[src/rtl/pt_pkg.sv]
// Shared phase/frequency codes, FSM state type and default count table for phase_timer.
// The default table holds production cycle counts; unmapped {phase, clk_freq} slots hold 1.
package pt_pkg;

    localparam logic [2:0] PH_IDLE  = 3'b000;
    localparam logic [2:0] PH_FILL  = 3'b001;
    localparam logic [2:0] PH_WASH  = 3'b011;
    localparam logic [2:0] PH_RINSE = 3'b111;
    localparam logic [2:0] PH_SPIN  = 3'b110;

    localparam logic [1:0] F_1MHZ = 2'b00;
    localparam logic [1:0] F_2MHZ = 2'b01;
    localparam logic [1:0] F_4MHZ = 2'b10;
    localparam logic [1:0] F_8MHZ = 2'b11;

    typedef enum logic [1:0] {
        ST_IDLE = 2'd0,
        ST_RUN  = 2'd1,
        ST_HOLD = 2'd2
    } pt_state_e;

    localparam int PT_DEF_CNT_W   = 32;
    localparam int PT_DEF_ENTRIES = 32;

    // Seconds of real time per phase multiplied by the clock rate in MHz.
    function automatic logic [PT_DEF_CNT_W-1:0] pt_production_count(
        input logic [2:0] ph,
        input logic [1:0] freq
    );
        longint unsigned seconds;
        longint unsigned mhz;
        seconds = 0;
        mhz     = 1;
        case (ph)
            PH_FILL, PH_RINSE: seconds = 120;
            PH_WASH:           seconds = 300;
            PH_SPIN:           seconds = 60;
            PH_IDLE:           seconds = 0;
            default:           seconds = 0;
        endcase
        case (freq)
            F_1MHZ: mhz = 1;
            F_2MHZ: mhz = 2;
            F_4MHZ: mhz = 4;
            F_8MHZ: mhz = 8;
        endcase
        if (seconds == 0) begin
            return PT_DEF_CNT_W'(1);
        end
        return PT_DEF_CNT_W'(seconds * mhz * 64'd1_000_000);
    endfunction

    function automatic logic [PT_DEF_ENTRIES*PT_DEF_CNT_W-1:0] pt_build_default_table();
        logic [PT_DEF_ENTRIES*PT_DEF_CNT_W-1:0] tbl;
        tbl = '0;
        for (int i = 0; i < PT_DEF_ENTRIES; i++) begin
            tbl[i*PT_DEF_CNT_W +: PT_DEF_CNT_W] = pt_production_count(3'(i >> 2), 2'(i));
        end
        return tbl;
    endfunction

    localparam logic [PT_DEF_ENTRIES*PT_DEF_CNT_W-1:0] PT_DEFAULT_TABLE = pt_build_default_table();

endpackage

[src/rtl/phase_count_lut.sv]
// Combinational count lookup indexed by {phase, clk_freq}.
// Zero entries read back as 1 so a started countdown always terminates.
module phase_count_lut
    import pt_pkg::*;
#(
    parameter int CNT_W   = 32,
    parameter int PHASE_W = 3,
    parameter int FREQ_W  = 2,
    parameter logic [(2**(PHASE_W+FREQ_W))*CNT_W-1:0] COUNT_TABLE = PT_DEFAULT_TABLE
) (
    input  logic [PHASE_W-1:0] phase,
    input  logic [FREQ_W-1:0]  clk_freq,
    output logic [CNT_W-1:0]   count
);

    localparam int IDX_W = PHASE_W + FREQ_W;

    logic [IDX_W-1:0] index;
    logic [CNT_W-1:0] entry;

    assign index = {phase, clk_freq};
    assign entry = COUNT_TABLE[int'(index) * CNT_W +: CNT_W];
    assign count = (entry == '0) ? CNT_W'(1) : entry;

endmodule

[src/rtl/phase_timer.sv]
// Phase countdown timer: loads a count by {phase, clk_freq} on start, counts it down, pulses done.
// Define PHASE_TIMER_PRESCALE_EN to decrement once every PRESCALE clocks instead of every clock.
module phase_timer
    import pt_pkg::*;
#(
    parameter int CNT_W    = 32,
    parameter int PHASE_W  = 3,
    parameter int FREQ_W   = 2,
    parameter logic [(2**(PHASE_W+FREQ_W))*CNT_W-1:0] COUNT_TABLE = PT_DEFAULT_TABLE,
    parameter int PRESCALE = 1
) (
    input  logic               clk,
    input  logic               rst_n,
    input  logic               start,
    input  logic               abort,
    input  logic               pause,
    input  logic [PHASE_W-1:0] phase,
    input  logic [FREQ_W-1:0]  clk_freq,
    output logic               busy,
    output logic               done,
    output logic [CNT_W-1:0]   remaining
);

    pt_state_e          state;
    pt_state_e          next_state;
    logic [PHASE_W-1:0] phase_q;
    logic [FREQ_W-1:0]  freq_q;
    logic [PHASE_W-1:0] lut_phase;
    logic [FREQ_W-1:0]  lut_freq;
    logic [CNT_W-1:0]   load_count;
    logic               tick;
    logic               step;
    logic               expire;

    if (PRESCALE < 1) begin : g_bad_prescale
        $error("phase_timer: PRESCALE must be at least 1");
    end

    // The LUT follows the live inputs on start and the latched job otherwise.
    assign lut_phase = start ? phase : phase_q;
    assign lut_freq  = start ? clk_freq : freq_q;

    phase_count_lut #(
        .CNT_W      (CNT_W),
        .PHASE_W    (PHASE_W),
        .FREQ_W     (FREQ_W),
        .COUNT_TABLE(COUNT_TABLE)
    ) u_lut (
        .phase   (lut_phase),
        .clk_freq(lut_freq),
        .count   (load_count)
    );

`ifdef PHASE_TIMER_PRESCALE_EN
    localparam int PS_W = (PRESCALE > 1) ? $clog2(PRESCALE) : 1;

    logic [PS_W-1:0] prescaler;

    assign tick = (prescaler == PS_W'(PRESCALE - 1));

    // Free-runs only while counting; frozen by pause, restarted by start or abort.
    always_ff @(posedge clk or negedge rst_n) begin
        if (!rst_n) begin
            prescaler <= '0;
        end else if (abort || start) begin
            prescaler <= '0;
        end else if (busy && !pause) begin
            prescaler <= tick ? '0 : prescaler + 1'b1;
        end
    end
`else
    assign tick = 1'b1;
`endif

    assign step   = busy && !pause && tick;
    assign expire = step && !abort && !start && (remaining == CNT_W'(1));

    always_ff @(posedge clk or negedge rst_n) begin
        if (!rst_n) begin
            state <= ST_IDLE;
        end else begin
            state <= next_state;
        end
    end

    // Priority: abort, then start, then pause, then the decrement toward expiry.
    always_comb begin
        next_state = state;
        if (abort) begin
            next_state = ST_IDLE;
        end else if (start) begin
            next_state = pause ? ST_HOLD : ST_RUN;
        end else begin
            case (state)
                ST_RUN, ST_HOLD: begin
                    if (pause) begin
                        next_state = ST_HOLD;
                    end else if (expire) begin
                        next_state = ST_IDLE;
                    end else begin
                        next_state = ST_RUN;
                    end
                end
                default: next_state = ST_IDLE;
            endcase
        end
    end

    always_comb begin
        busy = 1'b0;
        case (state)
            ST_RUN, ST_HOLD: busy = 1'b1;
            default:         busy = 1'b0;
        endcase
    end

    // A restart or abort in the terminal cycle discards that expiry, so done stays low.
    always_ff @(posedge clk or negedge rst_n) begin
        if (!rst_n) begin
            remaining <= '0;
            done      <= 1'b0;
            phase_q   <= '0;
            freq_q    <= '0;
        end else begin
            done <= expire;
            if (abort) begin
                remaining <= '0;
            end else if (start) begin
                remaining <= load_count;
                phase_q   <= phase;
                freq_q    <= clk_freq;
            end else if (step && (remaining != '0)) begin
                remaining <= remaining - CNT_W'(1);
            end
        end
    end

endmodule
[config.mk]
export PLATFORM = sky130hd
export DESIGN_NAME = phase_timer
export DESIGN_NICKNAME = d
export VERILOG_FILES = /design/src/rtl/pt_pkg.sv /design/src/rtl/phase_count_lut.sv /design/src/rtl/phase_timer.sv
export SDC_FILE = /design/constraint.sdc
export NUM_CORES = 1
export LEC_CHECK = 0
export ABC_AREA = 1
export ABC_CLOCK_PERIOD_IN_PS = 2100
export CAP_MARGIN = 10
export CORE_MARGIN = 10
export CORE_UTILIZATION = 45
export CTS_CLUSTER_DIAMETER = 60
export DETAILED_ROUTE_END_ITERATION = 8
export PLACE_DENSITY_LB_ADDON = 0.1
export SLEW_MARGIN = 20
export SYNTH_ARGS = -nofsm -noshare
export SYNTH_HDL_FRONTEND = slang
export SYNTH_SLANG_ARGS = --single-unit
[constraint.sdc]
create_clock -name clk -period 2.1 [get_ports clk]
set_input_delay 0.42 -clock clk [delete_from_list [all_inputs] [get_ports clk]]
set_output_delay 0.42 -clock clk [all_outputs]
set_load 0.03 [all_outputs]
==> results of run 1 <==
[final cells by class]
class                           instances  area share
Clock inverter                          3     0.00983
Clock buffer                            5      0.0159
Multi-Input combinational cell        426       0.479
Inverter                               39      0.0341
Timing Repair Buffer                   96       0.201
Tap cell                               99      0.0286
Sequential cell                        40       0.231
[worst reg2reg max path, cell delays in order (launching register included)]
cell     delay [ns]
dfrtp_1        0.46
nor2_1         0.27
nand2_1        0.13
nor2_2         0.16
nand2_1        0.11
o21ai_4        0.20
a21oi_2        0.10
buf_12         0.17
nand3_1        0.08
nand2_1        0.07
[worst max-delay path by stage]
stage	end	startpoint	slack, ns	cells after the start
final	remaining[16]	remaining[16]	0.08	1
after global routing	remaining[12]	clk_freq[0]	0.001	13
after CTS	remaining[19]	clk_freq[0]	0.008	13
after detailed placement	remaining[19]	start	-0.45	14
after global placement	remaining[12]	start	-0.39	14
after floorplan	remaining[9]	start	0.06	11
[where the power goes]
| part | switching [mW] | internal, mW | total [mW] |
|---|---|---|---|
| registers | 0.0975 | 0.846 | 0.943 |
| clock network | 0.300 | 0.352 | 0.653 |
| logic | 1.01 | 0.568 | 1.58 |
| total | 1.41 | 1.77 | 3.18 |
[per-stage QoR]
stage | hold slack (ns) | instances | cell area [um2] | TNS [ns] | total power, mW
final | 0.193 | 708 | 4330 | 0 | 3.18
after global routing | 0.237 | 708 | 4330 | 0 | 3.40
after CTS | 0.213 | 708 | 4280 | 0 | 3.17
after detailed placement | 0.474 | 700 | 4170 | -8.18 | 2.51
after global placement | 0.463 | 700 | 4170 | -7.11 | 2.50
after floorplan | 0.124 | 522 | 3300 | 0 | 1.90
[logic make-up (layout without fill, tap and decap cells)]
| kind of cell | count (synthesis) | count (layout) | synth area share |
|---|---|---|---|
| flip-flops | 40 | 40 | 0.304 |
| adder cells (fa/ha/maj) | 10 | 10 | 0.0380 |
| XOR/XNOR | 12 | 12 | 0.0319 |
| AO/OA/AOI/OAI | 54 | 54 | 0.0972 |
| AND/OR/NAND/NOR | 350 | 350 | 0.451 |
| buffers and inverters | 56 | 143 | 0.0778 |
[metal layers]
layer	wire length [um]	vias to the layer above
met5	0	-
met4	135	0
li1	-	1870
met3	672	14
met2	5430	120
met1	5160	1759
[state kept, by name, indices dropped and copies added (netlist names)]
register	flops
freq_q	2
remaining	32
state	2
phase_q	3
done	1
[repair_timing]
| item | CTS | global route |
|---|---|---|
| hold buffers | 0 | 0 |
| resized for setup | 2 | 12 |
| endpoints found under the setup margin | 17 | 17 |
| pin swaps | 2 | 3 |
[cell usage in the layout, fill, tap and decap left out, drive strengths merged, types with 3 or more instances in the layout]
cell type,netlist,routed
dfrtp,40,40
buf,13,54
nand4,15,15
inv,38,38
nor3,7,7
nor2,80,80
clkbuf,4,5
ha,10,10
o211ai,4,4
o21bai,4,4
xor2,11,11
clkdlybuf4s50,0,40
or2,3,3
o21ai,38,38
nand2,178,178
nand3,66,66
a21oi,8,8
==> qor.csv, run 1 <==
metric;value;unit
Pins Over Slew Limit;0;
Core ar.;7180;um2
critical path peak fanout;7;
layout cell share with drive strength beyond 1;0.141;
Area Growth Syn to Fin;31.4;%
DRC errors left;0;
R2R cell count;9;
worst slew pin tran;0.548;ns
clk_lat worst skew;0.30;ns
Worst setup EP type;primary output;
fin nets;628;
global routing usage on met1;0.266;
leakage power;2.17;nW
Yosys cell types;33;
buffers plus inverters on the worst setup path;1;
CTS root buf;clkbuf_8;
initial antenna violation count;0;
number of diodes;0;
fill cell count;700;
total die area;11100;um2
final worst slack;0.0779;ns
CTS sink count;40;
Worst path slowest cell;clkdlybuf4s50_1;
final core occ;0.603;
final global-route overflow total;0;
first-pass GRT wire length;18.3;mm
vias in the first global route;3514;
Final Critical Period;2.02;ns
wire per inst;16.1;um
total track usage;0.201;
gr busiest metal;met2;
DR vias;3763;
largest net degree at the start of global routing;41;
TritonCTS clock tree;yes;
top cells by area, synth;dfrtp_1, nand2_1, nand3_1;
fin crit share;0.963;
final hold violations;0;
Worst EP arrival;1.60;ns
GR Layer Usage met3;0.0292;
most frequent cell after synthesis;nand2_1;
dominant cell type by area after synthesis;dfrtp_1;
Synth warnings;0;
Max stage delay on crit path;0.77;ns
post-detailed-route via-to-cell ratio;5.31;
power per standard cell area;734;nW/um2
post-synth top area share;0.304;
cell family with most CP delay;buffers and inverters;
Fmax;495;MHz
clock-pin slew on the worst setup and hold paths;0.09;ns
IO buf count;43;
Avg Cell Area, Syn;6.31;um2
Reg2Reg Launch Point;remaining[19];
DP Worst Slack;-0.449;ns
final wirelength;11.4;mm
Worst Skew;0.0104;ns
DRT iter0 DRCs;257;
antenna violation net count after detailed routing;0;
startpoint types;flip-flop;
Die X;106;um
CTS Buffer Depth;2;
TritonCTS Buffers;5;
Multi-input gate area;2080;um2
Async SR Flop Fraction;1.00;
M2 GR Usage;0.339;
initial core utilization;0.459;
outcome;complete, no violations;
worst vdd ir;0.408;mV
crit path kind;flip-flop to primary output;
# H-tree levels;2;
Max-Slew Margin vs Limit;0.635;
CP cell instances;clkdlybuf4s50_1;
Row Count;31;
RSZ-0062 raised after global routing;yes;
number of setup violations in the final report;0;
Top FF cell, synth;dfrtp_1;
Hold Crit Class;input port to async pin;
Storage cell area;1000;um2
Synth Instances;522;
Max Cap Viol;0;
I/O pin count;44;
number of flops mapped to enable cells by yosys;0;
WP data required;1.68;ns
r2r setup slk;0.22;ns
die height;106;um
GP Congestion;0.894;
Synthesized Nets;542;
commonest cells in the synthesized netlist;nand2_1, nor2_1, nand3_1;
RR Endpoint;remaining[20];
Netlist Area Pre-Place;3300;um2
Yosys reg bits;40;
Post-CTS Setup Repair Bufs;0;
register area share after synthesis;0.304;
hpwl dp;8.91;mm
TritonRoute pass-1 iters;6;
Note: power is estimated with default switching activity, not from simulation.
==> run 2: changes to the inputs <==
GPL_TIMING_DRIVEN = 0   (was unset)
REMOVE_ABC_BUFFERS = 1   (was unset)
==> qor.csv, run 2 (synthesis gave the netlist of run 1 again) <==
metric;value;unit
total die area;11100;um2
R2R cell count;8;
Final Critical Period;2.00;ns
Reg2Reg Launch Point;phase_q[1];
final wirelength;10.5;mm
fin nets;579;
CTS Buffer Depth;2;
Worst Skew;0.00765;ns
max reg flops;32;
Reg power frac;0.313;
r2r setup slk;0.13;ns
Pins Over Slew Limit;0;
commonest non-fill, non-tap cell in the layout;nand2_1;
Largest Register;remaining;
Worst EP arrival;2.19;ns
Area Growth Syn to Fin;22.4;%
DRT iter0 DRCs;183;
critical path peak fanout;7;
fin crit share;0.952;
fill cell count;722;
GP Congestion;0.939;
Most common cell on crit path;nand2_1;
crit path kind;input port to flip-flop;
DRC errors left;0;
CP cell instances;clkdlybuf4s50_1, or2_4, o21ai_4, inv_2, ha_1, inv_1, nor2_1, nand2_1, nand4_1, nand3_1, nand2_1;
Sw Ratio;0.449;
post-detailed-route via-to-cell ratio;5.40;
final global-route overflow total;0;
worst slew pin tran;0.757;ns
startpoint types;input port;
TritonCTS Buffers;5;
largest net degree at the start of global routing;40;
setup TNS;0;ns
number of setup violations in the final report;0;
Worst Setup SP;clk_freq[0];
first-pass GRT wire length;16.5;mm
layout cell share with drive strength beyond 1;0.0857;
most frequent cells in the layout;nand2_1, nor2_1, nand3_1, clkdlybuf4s50_1, dfrtp_1;
DP Area;3760;um2
NetSw;1.39;mW
DP Worst Slack;-1.36;ns
worst vdd ir;0.362;mV
# H-tree levels;2;
WP data required;2.29;ns
Fmax;500;MHz
vias in the first global route;3177;
DR vias;3559;
number of diodes;0;
Gate power share;0.464;
total track usage;0.178;
die height;106;um
outcome;complete, no violations;
RR Endpoint;remaining[17];
TritonCTS clock tree;yes;
Worst path slowest cell;clkdlybuf4s50_1;
antenna violation net count after detailed routing;0;
hpwl dp;7.83;mm
Row Count;31;
wire per inst;15.9;um
Max Cap Viol;0;
Hold Crit Class;input port to async pin;
Core ar.;7180;um2
CTS root buf;clkbuf_8;
initial core utilization;0.459;
Max stage delay on crit path;0.39;ns
initial antenna violation count;0;
clock-pin slew on the worst setup and hold paths;0.09;ns
Worst setup EP type;flip-flop;
Max-Slew Margin vs Limit;0.494;
TritonRoute pass-1 iters;5;
Die X;106;um
final design instance area without fill;4040;um2
top flop regs;remaining (32), phase_q (3);
final core occ;0.562;
clk_lat worst skew;0.30;ns
power per standard cell area;766;nW/um2
leakage power;1.94;nW
CTS sink count;40;
IO buf count;43;
final worst slack;0.100;ns
Int Pwr;1.70;mW
final hold violations;0;
I/O pin count;44;
Clk pwr share;0.223;
[run 2: cell type report]
class,count,area [um2],share of cell area
multi-input combinational,427,2150,0.532
clock buffer,6,82.6,0.0205
inverter,39,161,0.0400
tap,99,124,0.0307
timing repair buffer,46,480,0.119
sequential,40,1000,0.248
clock inverter,2,38.8,0.00961
[run 2: worst max-delay path: cells and delay by family]
family / cells / cell delay [ns]
buf+inv: 3 / 0.54
simple gates: 6 / 0.89
compound gates: 1 / 0.11
fa+ha+maj: 1 / 0.21
[run 2: what timing repair did]
| item | CTS | global route |
|---|---|---|
| endpoints found under the setup margin | 27 | 30 |
| resized for setup | 13 | 25 |
| hold buffers | 0 | 0 |
| pin swaps | 0 | 5 |
| endpoints found under the hold margin | 0 | 0 |
| gates cloned | 0 | 1 |
| setup buffers | 0 | 2 |
[run 2: power by group through the flow]
stage / logic, mW / registers (mW) / clock network [mW]
CTS: 1.37 / 0.963 / 0.702
global route: 1.59 / 0.979 / 0.731
detailed placement: 1.35 / 0.977 / 0
finish: 1.43 / 0.967 / 0.690
global placement: 1.34 / 0.974 / 0
floorplan: 0.800 / 1.07 / 0
[run 2: layer usage]
layer | vias to the layer above | GRT usage | wire length, um
li1 | 1777 | - | -
met1 | 1663 | 0.235 | 4770
met2 | 106 | 0.293 | 4970
met3 | 13 | 0.0292 | 562
met4 | 0 | 0.0493 | 182
met5 | - | 0 | 0
[run 2: how the worst max path moves through the flow]
stage          slack [ns]            end  cells past startpoint
2_1_floorplan        0.01  remaining[26]                     12
3_3_place_gp        -2.45  remaining[27]                     12
3_5_place_dp        -1.36  remaining[27]                     12
4_1_cts             0.001   remaining[7]                      9
5_1_grt            -0.008  remaining[19]                      9
6_report             0.10  remaining[27]                     11
[run 2: through the flow]
step                instances  hold slack [ns]  total power, mW
floorplan                 505            0.124             1.87
global placement          647            0.460             2.32
detailed placement        648            0.423             2.33
CTS                       656           0.0969             3.04
global route              659            0.106             3.30
finish                    659           0.0833             3.09
==> run 3: changes to the inputs <==
CORE_MARGIN = unset   (was 10)
SKIP_CTS_REPAIR_TIMING = 1   (was unset)
==> qor.csv, run 3 (synthesis gave the netlist of run 1 again) <==
metric;value;unit
outcome;complete, no violations;
buffers plus inverters on the worst setup path;1;
Worst EP arrival;2.19;ns
most frequent cells in the layout;nand2_1, nor2_1, nand3_1, dfrtp_1, clkdlybuf4s50_1;
Int Pwr;1.54;mW
critical path peak fanout;7;
Gate power share;0.484;
antenna violation net count after detailed routing;0;
RSZ-0062 raised after global routing;no;
Max-Slew Margin vs Limit;0.514;
total die area;7670;um2
first-pass GRT wire length;16.0;mm
total track usage;0.267;
TritonCTS Buffers;5;
number of setup violations in the final report;0;
TritonCTS clock tree;yes;
Worst setup EP type;flip-flop;
GP Congestion;0.918;
worst vdd ir;0.314;mV
fin crit share;0.946;
leakage power;1.95;nW
CP cell instances;clkdlybuf4s50_1, or2_4, o21ai_4, ha_1, nand2_1, nor2_1, nor2_1, nand3_1, nand3_1, nand2_1;
CTS Buffer Depth;2;
wire per inst;14.8;um
CTS sink count;40;
Final Hold Slack;0.0734;ns
DR vias;3576;
Area Growth Syn to Fin;21.3;%
clock-pin slew on the worst setup and hold paths;0.09;ns
number of diodes;0;
layout cell share with drive strength beyond 1;0.0835;
WP data required;2.30;ns
post-detailed-route via-to-cell ratio;5.43;
DP Worst Slack;-1.36;ns
Core ar.;6940;um2
Worst path slowest cell;clkdlybuf4s50_1;
# H-tree levels;2;
Row Count;30;
CTS root buf;clkbuf_8;
TritonRoute pass-1 iters;5;
vias in the first global route;3227;
commonest non-fill, non-tap cell in the layout;nand2_1;
final core occ;0.576;
die height;87.6;um
IO buf count;43;
Sw Ratio;0.472;
initial core utilization;0.475;
Die X;87.6;um
power per standard cell area;731;nW/um2
Clk pwr share;0.186;
I/O pin count;44;
final wirelength;9.78;mm
startpoint types;input port;
Pins Over Slew Limit;0;
NetSw;1.38;mW
setup TNS;0;ns
clk_lat worst skew;0.31;ns
crit path kind;input port to flip-flop;
Hold Crit Class;input port to async pin;
worst slew pin tran;0.727;ns
final hold violations;0;
final worst slack;0.114;ns
final global-route overflow total;0;
max reg flops;32;
fill cell count;716;
Max stage delay on crit path;0.39;ns
Stages on worst setup path;10;
Reg power frac;0.330;
fin nets;582;
R2R cell count;10;
initial antenna violation count;0;
Final Critical Period;1.99;ns
Largest Register;remaining;
hpwl dp;7.09;mm
Fmax;503;MHz
DRC errors left;0;
top flop regs;remaining (32), phase_q (3);
largest net degree at the start of global routing;40;
Max Cap Viol;0;
DRT iter0 DRCs;213;
cell family with most CP delay;simple AND/OR/NAND/NOR gates;
Worst Skew;0.0129;ns
[run 3: routing by layer]
layer	part of all wire	global-route usage	wire length, um
met4	0.013	0.0641	129
met3	0.056	0.0330	545
met1	0.46	0.371	4540
met2	0.47	0.443	4570
met5	0	0	0
[run 3: worst paths after layout]
check | end | slack, ns | from
setup / recovery | remaining[17] | 0.11 | clk_freq[0]
hold / removal | state[0] | 0.07 | rst_n
setup reg to reg | remaining[25] | 0.15 | remaining[0]
hold reg to reg | phase_q[2] | 0.49 | phase_q[2]
max in group asynchronous | remaining[21] | 1.53 | rst_n
min in group clk | phase_q[2] | 0.49 | phase_q[2]
[run 3: stage by stage]
| stage | total power, mW | cells | cell area, um2 |
|---|---|---|---|
| finish | 2.92 | 659 | 4000 |
| floorplan | 1.87 | 505 | 3190 |
| detailed placement | 2.31 | 645 | 3760 |
| CTS | 2.85 | 653 | 3850 |
| global route | 3.12 | 659 | 4000 |
| global placement | 2.29 | 644 | 3740 |
[run 3: final cells by class]
type	instances	area, um2	share of cell area
multi-input cells	427	2120	0.530
flip-flops and latches	40	1000	0.250
repair buffers	49	505	0.126
inverters	39	166	0.0416
well taps	96	120	0.0300
clock buffers	5	68.8	0.0172
clock inverters	3	18.8	0.00469
[run 3: power groups by stage]
stage	clock network, mW	logic (mW)	registers, mW
2_1_floorplan	0	0.800	1.07
3_3_place_gp	0	1.32	0.974
3_5_place_dp	0	1.33	0.975
4_1_cts	0.550	1.34	0.960
5_1_grt	0.579	1.57	0.977
6_report	0.543	1.41	0.965
